==> config.mk <==
export PLATFORM = sky130hd
export DESIGN_NAME = regfile_wb_arbiter
export DESIGN_NICKNAME = d
export VERILOG_FILES = /design/src/rtl/regfile_wb_arbiter.sv
export SDC_FILE = /design/constraint.sdc
export NUM_CORES = 1
export LEC_CHECK = 0
export ABC_AREA = 1
export CORE_UTILIZATION = 36
export DETAILED_ROUTE_END_ITERATION = 12
export PLACE_DENSITY = 0.82
export SLEW_MARGIN = 20
export SYNTH_ARGS = -nofsm -noshare
export SYNTH_HDL_FRONTEND = slang
export SYNTH_SLANG_ARGS = --single-unit
==> constraint.sdc <==
create_clock -name clk -period 4.3 [get_ports clk]
set_clock_uncertainty 0.15 [all_clocks]
set_input_delay 0.645 -clock clk [delete_from_list [all_inputs] [get_ports clk]]
set_output_delay 0.645 -clock clk [all_outputs]
set_load 0.01 [all_outputs]
==> src/rtl/regfile_wb_arbiter.sv <==
// regfile_wb_arbiter: round-robin arbiter for the register file's single write port.
// Grants one of NREQ valid/ready writeback requesters per cycle, then registers the
// winning write for one cycle before it drives the register-file write port.
// Two combinational forwarding taps expose that in-flight write to readers.
// Ports:
//   clk, clr                 clock; asynchronous active-high reset
//   req_valid/ready          per-requester handshake (ready is combinational)
//   req_addr/req_data        packed per-requester address / data
//   rf_we/rf_waddr/rf_wdata  registered register-file write port
//   fwd_addrN -> fwd_hitN/fwd_dataN  forwarding taps (combinational)
//   conflict_cnt             saturating count of cycles with >= 2 valid requests
module regfile_wb_arbiter #(
  parameter int unsigned NREQ   = 3,
  parameter int unsigned DATA_W = 32,
  parameter int unsigned ADDR_W = 5
) (
  input  logic                     clk,
  input  logic                     clr,
  input  logic [NREQ-1:0]          req_valid,
  output logic [NREQ-1:0]          req_ready,
  input  logic [NREQ*ADDR_W-1:0]   req_addr,
  input  logic [NREQ*DATA_W-1:0]   req_data,
  output logic                     rf_we,
  output logic [ADDR_W-1:0]        rf_waddr,
  output logic [DATA_W-1:0]        rf_wdata,
  input  logic [ADDR_W-1:0]        fwd_addr1,
  input  logic [ADDR_W-1:0]        fwd_addr2,
  output logic                     fwd_hit1,
  output logic                     fwd_hit2,
  output logic [DATA_W-1:0]        fwd_data1,
  output logic [DATA_W-1:0]        fwd_data2,
  output logic [15:0]              conflict_cnt
);

  localparam int unsigned PTR_W   = (NREQ > 1) ? $clog2(NREQ) : 1;
  localparam int unsigned CNT_W   = 16;
  localparam logic [CNT_W-1:0] CNT_MAX = '1;

  logic [PTR_W-1:0]  r_ptr;
  logic              r_rf_we;
  logic [ADDR_W-1:0] r_rf_waddr;
  logic [DATA_W-1:0] r_rf_wdata;
  logic [CNT_W-1:0]  r_conflict_cnt;

  logic              w_grant_vld;
  logic [PTR_W-1:0]  w_grant_idx;
  logic [PTR_W-1:0]  w_idx;
  logic [PTR_W-1:0]  w_ptr_nxt;
  logic [NREQ-1:0]   w_ready;
  logic [ADDR_W-1:0] w_sel_addr;
  logic [DATA_W-1:0] w_sel_data;
  logic              w_multi;

  // Round-robin search starting at r_ptr; first valid requester wins.
  always_comb begin
    w_grant_vld = 1'b0;
    w_grant_idx = '0;
    w_idx       = '0;
    w_ready     = '0;
    for (int unsigned k = 0; k < NREQ; k++) begin
      w_idx = PTR_W'((32'(r_ptr) + k) % NREQ);
      if (!w_grant_vld && req_valid[w_idx]) begin
        w_grant_vld = 1'b1;
        w_grant_idx = w_idx;
      end
    end
    // No transfer may complete while reset is held.
    if (clr) begin
      w_grant_vld = 1'b0;
    end
    if (w_grant_vld) begin
      w_ready[w_grant_idx] = 1'b1;
    end
  end

  // Payload mux driven by the one-hot grant.
  always_comb begin
    w_sel_addr = '0;
    w_sel_data = '0;
    for (int unsigned i = 0; i < NREQ; i++) begin
      if (w_ready[i]) begin
        w_sel_addr = req_addr[i*ADDR_W +: ADDR_W];
        w_sel_data = req_data[i*DATA_W +: DATA_W];
      end
    end
  end

  assign w_ptr_nxt = (32'(w_grant_idx) + 32'd1 >= NREQ) ? '0 : w_grant_idx + PTR_W'(1);

  // Two or more bits set <=> clearing the lowest set bit leaves something.
  assign w_multi = |(req_valid & (req_valid - NREQ'(1)));

  // Pointer, staged write and conflict counter.
  always_ff @(posedge clk or posedge clr) begin
    if (clr) begin
      r_ptr          <= '0;
      r_rf_we        <= 1'b0;
      r_rf_waddr     <= '0;
      r_rf_wdata     <= '0;
      r_conflict_cnt <= '0;
    end else begin
      if (w_grant_vld) begin
        r_ptr      <= w_ptr_nxt;
        r_rf_we    <= (w_sel_addr != '0);
        r_rf_waddr <= w_sel_addr;
        r_rf_wdata <= w_sel_data;
      end else begin
        r_rf_we    <= 1'b0;
      end
      if (w_multi && (r_conflict_cnt != CNT_MAX)) begin
        r_conflict_cnt <= r_conflict_cnt + CNT_W'(1);
      end
    end
  end

  assign req_ready    = w_ready;
  assign rf_we        = r_rf_we;
  assign rf_waddr     = r_rf_waddr;
  assign rf_wdata     = r_rf_wdata;
  assign conflict_cnt = r_conflict_cnt;

  // Forwarding taps see the staged write during the cycle it is being committed.
  assign fwd_hit1  = r_rf_we && (r_rf_waddr == fwd_addr1);
  assign fwd_hit2  = r_rf_we && (r_rf_waddr == fwd_addr2);
  assign fwd_data1 = r_rf_wdata;
  assign fwd_data2 = r_rf_wdata;

endmodule

==> reports/summary.txt <==
Clk_lat worst skew - 0.30 ns
Static leakage - 2.513 nW
Fillers - 886
Clock power frac - 0.096
Reg2Reg Capture Point - fwd_data1[26]$_DFFE_PP0P_
TritonCTS sink count - 56
R2R setup slack - 1.16 ns
Gr usage total - 0.2229
Wire per inst - 15.35 µm
# hold bufs at CTS - 0
Antenna violations before repair - 0
Die span in y - 102.6 µm
Share of layout cells above drive strength 1 - 0.04374
P per Cell Area - 650.7 nW/µm²
Mux contribution to synthesized area - 0
Synth top area cells - dfrtp_1, nand2_1, buf_4, nand4_1, xor2_1
# nets final - 792
Distinct cells, synth - 30
Maximum capacitance violations - 0
Largest net degree at the start of global routing - 57
Io pins - 249
Final Hold Viols - 0
DRC marker count from the first detailed-route iteration - 134
First-pass GRT wire length - 18,500 µm
Post-synth net total - 611
Die area - 10,520 µm²
Sw Ratio - 0.4306
# rows - 36
CP delay by family, top - buffers and inverters
Worst path arrival time - 2.99 ns
Period utilization - 0.8811
Final Max Tran Viols - 0
Final setup fails - 0
Residual DRC - 0
Avg Cell Area, Syn - 7.570 µm²
Synth warn - 0
Cells after Synth - 481
Least-Margin Pin Slew - 0.8344 ns
Worst setup margin - 0.5111 ns
Worst path depth - 11
Comb power frac - 0.648
Worst Setup SP - req_valid[0]
CP endpoint - req_ready[0]
P_sw - 1.645 mW
Synth area leader - dfrtp_1
Horiz. Die Dim - 102.6 µm
Min cycle time layout - 3.789 ns
Congestion Overflow GR - 0
Number of port buffers - 248
Gpl congestion - 0.9208
P_int - 2.176 mW
Synthesis-to-finish area growth - 61.27%
Reg power frac - 0.256
R2R depth - 14
Max Root-Sink Buffers - 2
Mapped Area - 3641 µm²
Core area - 9774 µm²
Max IR drop VDD - 0.3706 mV
CP cell instances - clkdlybuf4s50_1, inv_1, nand2_1, nand3_1, nand2_1, nand3b_1, nand2_1, nor2_2, nand2_1, inv_1, clkdlybuf4s50_1
Crit end category - output pin
CTS tree - built
Synth Area in Compound Gates - 0.02784
ANT nets after route - 0
Max Clock Freq - 263.9 MHz
Vias in the first global route - 3,674
Setup TNS - 0 ns
Post-synthesis xor/xnor area fraction - 0.04330
Status - finished clean
Synth Register Bits - 56
Num CTS Buffers - 5
H-tree depth - 2
Worst setup SP type - input port
Root Driver - clkbuf_8
Worst r2r src - r_ptr[1]$_DFFE_PP0P_
Router iterations before antenna repair - 4
Largest fanout on the critical path - 12
Clock slew seen by the registers of the worst setup and hold paths - 0.11 ns
Slowest Stage Delay on Critical Path - 0.58 ns
Routed vias - 3,896
HP Class - flip-flop to flip-flop
Max-slew headroom - 0.4424
Sequential fraction of the synthesis area - 0.3849
Initial Util - 0.3725
Critical Path Most Common Cell - nand2_1
DRT Wirelength - 12,230 µm
RSZ-0062 raised after global routing - no
Register area - 1401 µm²
Via/cell ratio - 4.888
Worst Path Buf+Inv - 4
Yosys top cell area share - 0.3849
Simple-Gate Fraction of Synth Area - 0.3385
Post-cts sizing count - 0
Largest family of logic cells by synthesized area - simple AND/OR/NAND/NOR gates
Post-Synth Adder-Cell Area - 0.01375
Setup Fix Bufs, Post-CTS - 0
Critical path class - input port to output pin
Req. time, crit path - 3.50 ns
Final HPWL DP - 9570 µm
Pre-CTS WS - 0.5493 ns
Multi-input gate area - 1541 µm²
Critical-path top delay cell - clkdlybuf4s50_1
[registers in the layout (all words and copies together), names as in the netlist]
register,flops
rf_waddr,5
fwd_data1,32
r_ptr,2
rf_we,1
conflict_cnt,16
[logic make-up after synthesis]
family,Yosys count
compound gates,17
xor+xnor,18
fa+ha+maj,4
buf+inv,111
flops,56
simple gates,275
[cell usage after synthesis]
library cell,count
a21oi_2,1
dfrtp_1,56
inv_2,6
inv_4,1
or2_2,2
buf_4,74
nor2_2,1
nand4_1,47
nor2_4,2
ha_1,4
nor4_1,4
nand3b_1,1
nor3_1,5
xnor2_1,4
o21ai_1,1
a21oi_1,3
nor2_1,14
nand2_1,176
nand2_4,1
buf_2,1
o21bai_1,2
nand2_2,2
inv_1,26
xor2_1,14
a21o_1,2
nor3b_1,1
o21ai_0,6
clkbuf_1,3
nand3_1,19
o22ai_1,2
[area by class of cell]
type / count / share of cell area
diodes: 1 / 0.0004262
clock buffers: 6 / 0.01406
clock inverters: 2 / 0.006606
multi-input cells: 314 / 0.2625
flip-flops and latches: 56 / 0.2387
inverters: 33 / 0.02152
well taps: 133 / 0.02834
repair buffers: 252 / 0.4279
[per-layer routing]
metal / GRT usage / up-vias / share of wire
li1: - / 1855 / -
met1: 0.2628 / 1841 / 0.39
met2: 0.4046 / 178 / 0.51
met3: 0.04678 / 22 / 0.071
met4: 0.06813 / 0 / 0.021
met5: 0 / - / 0
[per-stage QoR]
step | utilization | instances | power, mW | instance area [µm²] | hold slack [ns]
2_1_floorplan | - | 481 | 2.512 | 3641 | 0.3718
4_1_cts | 0.6005 | 796 | 3.855 | 5869 | 0.3676
6_report | 0.6007 | 797 | 3.821 | 5872 | 0.3677
5_1_grt | 0.6005 | 796 | 4.124 | 5869 | 0.3871
3_3_place_gp | 0.5881 | 788 | 3.403 | 5748 | 0.3391
3_5_place_dp | 0.5881 | 788 | 3.473 | 5748 | 0.3518
[placed cells by master, fill, tap and decap left out]
master	instances
clkdlybuf4s50_1	248
nand2_1	176
dfrtp_1	56
nand4_1	47
inv_1	25
nand3_1	19
nor2_1	14
xor2_1	14
inv_2	7
o21ai_0	6
clkbuf_8	6
nor3_1	5
nor4_1	4
xnor2_1	4
ha_1	4
buf_4	4
a21oi_1	3
nand2_2	2
nor2_4	2
o21bai_1	2
a21o_1	2
o22ai_1	2
or2_2	2
diode_2	1
o21ai_1	1
a21oi_2	1
nand2_4	1
inv_4	1
nand3b_1	1
nor2_2	1
nor3b_1	1
bufinv_16	1
clkinv_4	1
[power groups by stage]
stage	clock network [mW]	registers, mW	logic, mW
3_5_place_dp	0	0.988	2.49
3_3_place_gp	0	0.978	2.42
6_report	0.366	0.980	2.47
5_1_grt	0.400	1.01	2.71
4_1_cts	0.379	0.980	2.50
2_1_floorplan	0	1.02	1.49
[worst min-delay path by stage]
stage	from	endpoint	slack, ns	cells past startpoint
finish	conflict_cnt[14]$_DFFE_PP0P_	conflict_cnt[14]$_DFFE_PP0P_	0.37	1
global route	conflict_cnt[14]$_DFFE_PP0P_	conflict_cnt[14]$_DFFE_PP0P_	0.39	1
CTS	conflict_cnt[14]$_DFFE_PP0P_	conflict_cnt[14]$_DFFE_PP0P_	0.37	1
detailed placement	conflict_cnt[14]$_DFFE_PP0P_	conflict_cnt[14]$_DFFE_PP0P_	0.35	1
global placement	conflict_cnt[14]$_DFFE_PP0P_	conflict_cnt[14]$_DFFE_PP0P_	0.34	1
floorplan	conflict_cnt[14]$_DFFE_PP0P_	conflict_cnt[14]$_DFFE_PP0P_	0.37	1
Power figures use the tool's default switching activity.
